===== config.mk =====
export PLATFORM = sky130hd
export DESIGN_NAME = divpoly_loader_flat
export DESIGN_NICKNAME = d
export VERILOG_FILES = /design/src/rtl/divpoly_loader_if.sv /design/src/rtl/divpoly_loader.sv /design/src/flat_wrapper.sv
export SDC_FILE = /design/constraint.sdc
export NUM_CORES = 1
export LEC_CHECK = 0
export ABC_AREA = 0
export BUFFER_PORTS_ARGS = -buffer_cell sky130_fd_sc_hd__clkbuf_2
export CORE_MARGIN = 3
export CORE_UTILIZATION = 50
export DETAILED_ROUTE_END_ITERATION = 12
export HOLD_SLACK_MARGIN = 0.1
export PLACE_DENSITY_LB_ADDON = 0.15
export SLEW_MARGIN = 20
export SYNTH_ARGS = -nofsm -noshare
export SYNTH_HDL_FRONTEND = slang
export SYNTH_SLANG_ARGS = --single-unit

===== constraint.sdc =====
create_clock -name clk -period 3.3 [get_ports clk]
set_input_delay 0.165 -clock clk [delete_from_list [all_inputs] [get_ports clk]]
set_output_delay 0.165 -clock clk [all_outputs]
set_load 0.005 [all_outputs]

===== src/rtl/divpoly_loader_if.sv =====
// divpoly_loader_if: source-read, operand-write and status bus of the polynomial loader
interface divpoly_loader_if #(parameter int AW = 11, parameter int DW = 13);
    logic          start;
    logic [11:0]   modu;
    logic [AW-1:0] src_addr;
    logic [DW-1:0] src_data;
    logic [AW-1:0] dst_addr;
    logic [DW-1:0] dst_data;
    logic          dst_we;
    logic          busy;
    logic          done;
    logic [AW-1:0] deg;
    logic [DW-1:0] lead_coef;
    logic          zero_poly;
    modport master (
        input  start, modu, src_data,
        output src_addr, dst_addr, dst_data, dst_we, busy, done, deg, lead_coef, zero_poly
    );
    modport slave (
        output start, modu, src_data,
        input  src_addr, dst_addr, dst_data, dst_we, busy, done, deg, lead_coef, zero_poly
    );
endinterface


===== src/rtl/divpoly_loader.sv =====
// divpoly_loader: streams one polynomial, reduces each coefficient into [0,modu) and tracks degree
module divpoly_loader #(
    parameter int N_COEF = 757,
    parameter int AW     = 11,
    parameter int DW     = 13
) (
    input logic clk,
    input logic rst,
    divpoly_loader_if.master bus
);
    localparam int XW = DW + 1;
    typedef enum logic [1:0] {IDLE, RUN, FLUSH, DONE} state_t;
    state_t state, state_nx;
    logic last;
    logic signed [XW-1:0] x, m, red;
    assign last = bus.src_addr == AW'(N_COEF - 1);
    // one extra bit keeps x+modu and x-modu free of overflow
    assign x   = XW'($signed(bus.src_data));
    assign m   = XW'(bus.modu);
    assign red = x < 0 ? x + m : x >= m ? x - m : x;
    assign bus.dst_data = bus.dst_we ? red[DW-1:0] : '0;
    always_ff @(posedge clk)
        state <= rst ? IDLE : state_nx;
    always_comb begin
        state_nx = (state == IDLE && bus.start) ? RUN :
                   (state == RUN && last)       ? FLUSH :
                   state == FLUSH               ? DONE :
                   state == DONE                ? IDLE : state;
        bus.busy = state != IDLE;
        bus.done = state == DONE;
    end
    // write address trails the read address by one cycle to match RAM latency
    always_ff @(posedge clk) begin
        if (rst) begin
            bus.src_addr  <= '0;
            bus.dst_addr  <= '0;
            bus.dst_we    <= 1'b0;
            bus.deg       <= '0;
            bus.lead_coef <= '0;
            bus.zero_poly <= 1'b0;
        end else begin
            bus.src_addr <= (state == RUN && !last) ? bus.src_addr + AW'(1) : '0;
            bus.dst_addr <= bus.src_addr;
            bus.dst_we   <= state == RUN;
            if (state == IDLE && bus.start) begin
                bus.deg       <= '0;
                bus.lead_coef <= '0;
                bus.zero_poly <= 1'b1;
            end else if (bus.dst_we && red != '0) begin
                bus.deg       <= bus.dst_addr;
                bus.lead_coef <= red[DW-1:0];
                bus.zero_poly <= 1'b0;
            end
        end
    end
endmodule


===== src/flat_wrapper.sv =====
// flat-port wrapper written by rule: the top's interface ports become plain ports
module divpoly_loader_flat 
#(
    parameter int N_COEF = 757,
    parameter int AW     = 11,
    parameter int DW     = 13
)
  (clk, rst, bus_start, bus_modu, bus_src_data, bus_src_addr, bus_dst_addr, bus_dst_data, bus_dst_we, bus_busy, bus_done, bus_deg, bus_lead_coef, bus_zero_poly);
  divpoly_loader_if #(.AW(AW), .DW(DW)) bus_i ();
  input logic clk;
  input logic rst;
  input wire logic [$bits(bus_i.start)-1:0] bus_start;
  input wire logic [$bits(bus_i.modu)-1:0] bus_modu;
  input wire logic [$bits(bus_i.src_data)-1:0] bus_src_data;
  output wire logic [$bits(bus_i.src_addr)-1:0] bus_src_addr;
  output wire logic [$bits(bus_i.dst_addr)-1:0] bus_dst_addr;
  output wire logic [$bits(bus_i.dst_data)-1:0] bus_dst_data;
  output wire logic [$bits(bus_i.dst_we)-1:0] bus_dst_we;
  output wire logic [$bits(bus_i.busy)-1:0] bus_busy;
  output wire logic [$bits(bus_i.done)-1:0] bus_done;
  output wire logic [$bits(bus_i.deg)-1:0] bus_deg;
  output wire logic [$bits(bus_i.lead_coef)-1:0] bus_lead_coef;
  output wire logic [$bits(bus_i.zero_poly)-1:0] bus_zero_poly;
  assign bus_i.start = bus_start;
  assign bus_i.modu = bus_modu;
  assign bus_i.src_data = bus_src_data;
  assign bus_src_addr = bus_i.src_addr;
  assign bus_dst_addr = bus_i.dst_addr;
  assign bus_dst_data = bus_i.dst_data;
  assign bus_dst_we = bus_i.dst_we;
  assign bus_busy = bus_i.busy;
  assign bus_done = bus_i.done;
  assign bus_deg = bus_i.deg;
  assign bus_lead_coef = bus_i.lead_coef;
  assign bus_zero_poly = bus_i.zero_poly;
  divpoly_loader #(.N_COEF(N_COEF), .AW(AW), .DW(DW)) u_core (.clk(clk), .rst(rst), .bus(bus_i));
endmodule

==> flow_summary.json <==
{
  "synth_top_family_by_area": "simple AND/OR/NAND/NOR gates",
  "synthFlopType": "dfxtp_1",
  "ant_nets": 0,
  "fin_ws_ns": 0.280,
  "synth.avg_cell_area_sq_um": 7.94,
  "antenna_found_initial": 0,
  "min_path_type": "in -> reg",
  "avgViaCountPerCell": 5.68,
  "synth_edf_count": 0,
  "cp.arrival_ns": 3.20,
  "postCtsResizedCells": 0,
  "diodes": 0,
  "cp_top_family": "compound AO/OA/AOI/OAI gates",
  "synth_compound_area_frac": 0.206,
  "reg2reg_from": "u_core.bus.src_addr[0]",
  "dpl.hpwl_um": 7180,
  "synth_mux_area_frac": 0.0469,
  "met3_usage": 0.0387,
  "cp_max_fo": 25,
  "grt_pass1_vias": 3100,
  "finalCriticalPeriod_ns": 3.02,
  "insertion_delay_ns": 0.29,
  "worst-path-buf-inv": 4,
  "synth_warnings": 0,
  "critPathKind": "in -> reg",
  "tritoncts": "done",
  "drive_gt1_frac": 0.244,
  "cts-hold-fix-buffers": 0,
  "synthDistinctLibCells": 65,
  "setup_viol": 0,
  "area_growth_syn_to_layout_pct": 20.7,
  "grt_max_degree": 49,
  "cts_buffers": 5,
  "dieArea_sq_um": 7920,
  "cp-endpoint": "u_core.bus.deg[5]",
  "grtUsageMet2": 0.354,
  "dieWidth_um": 89,
  "ys_seq_area_frac": 0.291,
  "rsz0062_at_grt": "false",
  "max_freq_mhz": 331,
  "syn_inst": 434,
  "p_leak_nw": 1.85,
  "io_buffers": 90,
  "syn_area_sq_um": 3440,
  "period_share": 0.915,
  "synth_simple_gate_area_frac": 0.232,
  "fin_skew_ns": 0.00605,
  "fillers": 607,
  "start_util": 0.530,
  "clock-sinks": 50,
  "fp-row-count": 29,
  "cts_max_path_buffers": 2,
  "fp.coreArea_sq_um": 6490,
  "synth_xor_xnor_area_share": 0.0509,
  "synth-adder-area-share": 0.106,
  "avgRoutedWirePerCell_um": 15.0,
  "ir_worst_vdd_v": 0.000252,
  "crit_chain": "clkbuf_2 > inv_1 > ha_1 > fa_1 > nor2b_1 > o21bai_2 > a21oi_2 > nor3_1 > buf_4 > nand2_1 > o21ai_0 > or3_1 > o41a_1 > buf_12 > mux2i_1",
  "p_per_area_nw_per_um2": 356,
  "worstHoldStart": "bus_start",
  "clock_tree.root_cell": "clkbuf_8",
  "startpoint": "bus_src_data[0]",
  "grt-busiest-layer": "met2",
  "firstDrtPassIters": 5,
  "clk_pin_slew_ns": 0.08,
  "globalRouteOverflowTotal": 0,
  "dr_total_vias": 3414,
  "track_usage": 0.230,
  "ys_seq_elements": 50,
  "drv_slew": 0,
  "drtIter0Drc": 214,
  "dpl_worst_slack_ns": -0.0572,
  "die_h_um": 89,
  "r2r_cells": 7,
  "io_pins": 91,
  "cp_data_required_time_ns": 3.48,
  "startpoint_type": "input port",
  "tightest_slew_ns": 0.642,
  "wirelength_um": 9000,
  "timing.setup.tns_ns": 0,
  "syn_nets": 490,
  "outcome": "complete, no violations",
  "slew_headroom": 0.568,
  "gp_congestion": 0.908,
  "regToRegSetupSlack_ns": 1.35,
  "slowest_stage": "fa_1",
  "path_depth": 15,
  "grt_pass1_wl_um": 14600,
  "finalHoldViolCount": 0,
  "crit_path_end_kind": "register",
  "htreeDepth": 2,
  "synth-async-reset-ratio": 0,
  "cp_slowest_stage_delay_ns": 0.44,
  "maxCapViolations": 0,
  "r2r-end": "u_core.bus.src_addr[6]",
  "use_met1": 0.344,
  "drc": 0,
  "fin_nets": 580,
  "cts_setup_buffers": 0
}
-- tightest hold or removal path: stages --
cell and delay [ns]:
clkbuf_2 0.12, nand2_1 0.07, o22ai_1 0.06
-- state kept, by name, summed over array words and instances (netlist names) --
signal	count
u_core.bus.zero_poly	1
u_core.state	2
u_core.bus.lead_coef	13
u_core.bus.src_addr	11
u_core.bus.dst_addr	11
u_core.bus.deg	11
u_core.bus.dst_we	1
-- power breakdown --
group / leakage (nW) / switching (W) / internal (W)
clock: 0.0573 / 0.000181 / 0.000242
combinational: 1.39 / 0.000251 / 0.000181
sequential: 0.404 / 0.00000959 / 0.000613
-- how the worst min path moves through the flow --
stage | end | slack (ns) | depth (start not counted)
after global routing | u_core.bus.zero_poly | 0.20 | 3
after detailed placement | u_core.bus.lead_coef[4] | 0.44 | 2
final | u_core.bus.zero_poly | 0.18 | 3
after floorplan | u_core.bus.dst_addr[10] | 0.24 | 1
after global placement | u_core.bus.lead_coef[12] | 0.44 | 2
after CTS | u_core.bus.zero_poly | 0.17 | 3
-- final cells by class --
class                   count  area, sq um  area share
clock buffers               6         82.6      0.0199
multi-input cells         331         2230       0.537
flip-flops and latches     50         1000       0.241
inverters                  30          113      0.0271
well taps                  77         96.3      0.0232
clock inverters             1         30.0     0.00722
repair buffers            106          603       0.145
-- cell families after synthesis --
| family | count (synthesis) |
|---|---|
| AO/OA/AOI/OAI | 98 |
| adder cells (fa/ha/maj) | 28 |
| flip-flops | 50 |
| multiplexers | 16 |
| AND/OR/NAND/NOR | 169 |
| XOR/XNOR | 20 |
| buffers and inverters | 53 |
-- layer usage --
layer	vias up	share of wire
met3	15	0.087
met4	0	0.0098
li1	1685	-
met1	1546	0.47
met2	168	0.44
met5	-	0
-- cell usage after synthesis (all sizes together), types with 2 or more instances --
library cell | instances | area share
o21ai | 19 | 0.029
a21boi | 6 | 0.013
or2 | 2 | 0.0036
nand2 | 65 | 0.071
nand3 | 12 | 0.019
fa | 2 | 0.012
o2bb2ai | 6 | 0.015
buf | 11 | 0.022
o22ai | 3 | 0.0054
xnor2 | 15 | 0.038
a221oi | 2 | 0.0051
dfxtp | 50 | 0.29
and3 | 2 | 0.0051
xor2 | 5 | 0.013
a21oi | 19 | 0.032
a311oi | 2 | 0.0069
nor2 | 41 | 0.045
o2111ai | 2 | 0.0051
and2 | 4 | 0.0073
o211ai | 2 | 0.0044
or3 | 3 | 0.0054
nor3 | 8 | 0.012
o21a | 8 | 0.017
mux2i | 15 | 0.044
o21bai | 4 | 0.0098
clkbuf | 12 | 0.013
a211o | 2 | 0.0051
nor4 | 3 | 0.0054
o221ai | 4 | 0.012
or4 | 2 | 0.0044
nor3b | 3 | 0.0065
a21o | 4 | 0.0091
nand4 | 4 | 0.012
nand2b | 3 | 0.0054
a31oi | 5 | 0.0091
ha | 26 | 0.094
nor2b | 16 | 0.029
inv | 29 | 0.032
-- cells in the final DEF, fill, tap and decap left out, types with 3 or more instances in the layout --
cell type	count
xnor2_1	15
nor2b_1	16
nor3b_1	3
clkbuf_8	6
nor4_1	3
buf_4	14
inv_1	29
nand4_1	3
a21o_1	3
clkbuf_2	90
o21bai_1	3
nand2b_1	3
o21ai_1	7
o21ai_0	11
a21boi_0	6
o221ai_1	3
mux2i_1	15
or3_1	3
xor2_1	5
o2bb2ai_1	6
nand2_1	65
o21a_1	8
nor2_1	41
a31oi_1	5
o22ai_1	3
and2_1	4
dfxtp_1	50
ha_1	26
nand3_1	11
nor3_1	8
a21oi_1	15
-- per-stage QoR --
step           std cells  hold WS, ns  area (sq um)  power [W]  utilization
4_1_cts              600        0.168          4120    0.00147        0.634
5_1_grt              601        0.196          4160    0.00155        0.640
3_3_place_gp         593        0.437          4010    0.00104        0.617
2_1_floorplan        434        0.237          3440   0.000920            -
6_report             601        0.176          4160    0.00148        0.640
3_5_place_dp         593        0.440          4010    0.00105        0.617
No activity file was read; power rests on OpenSTA's default activity.
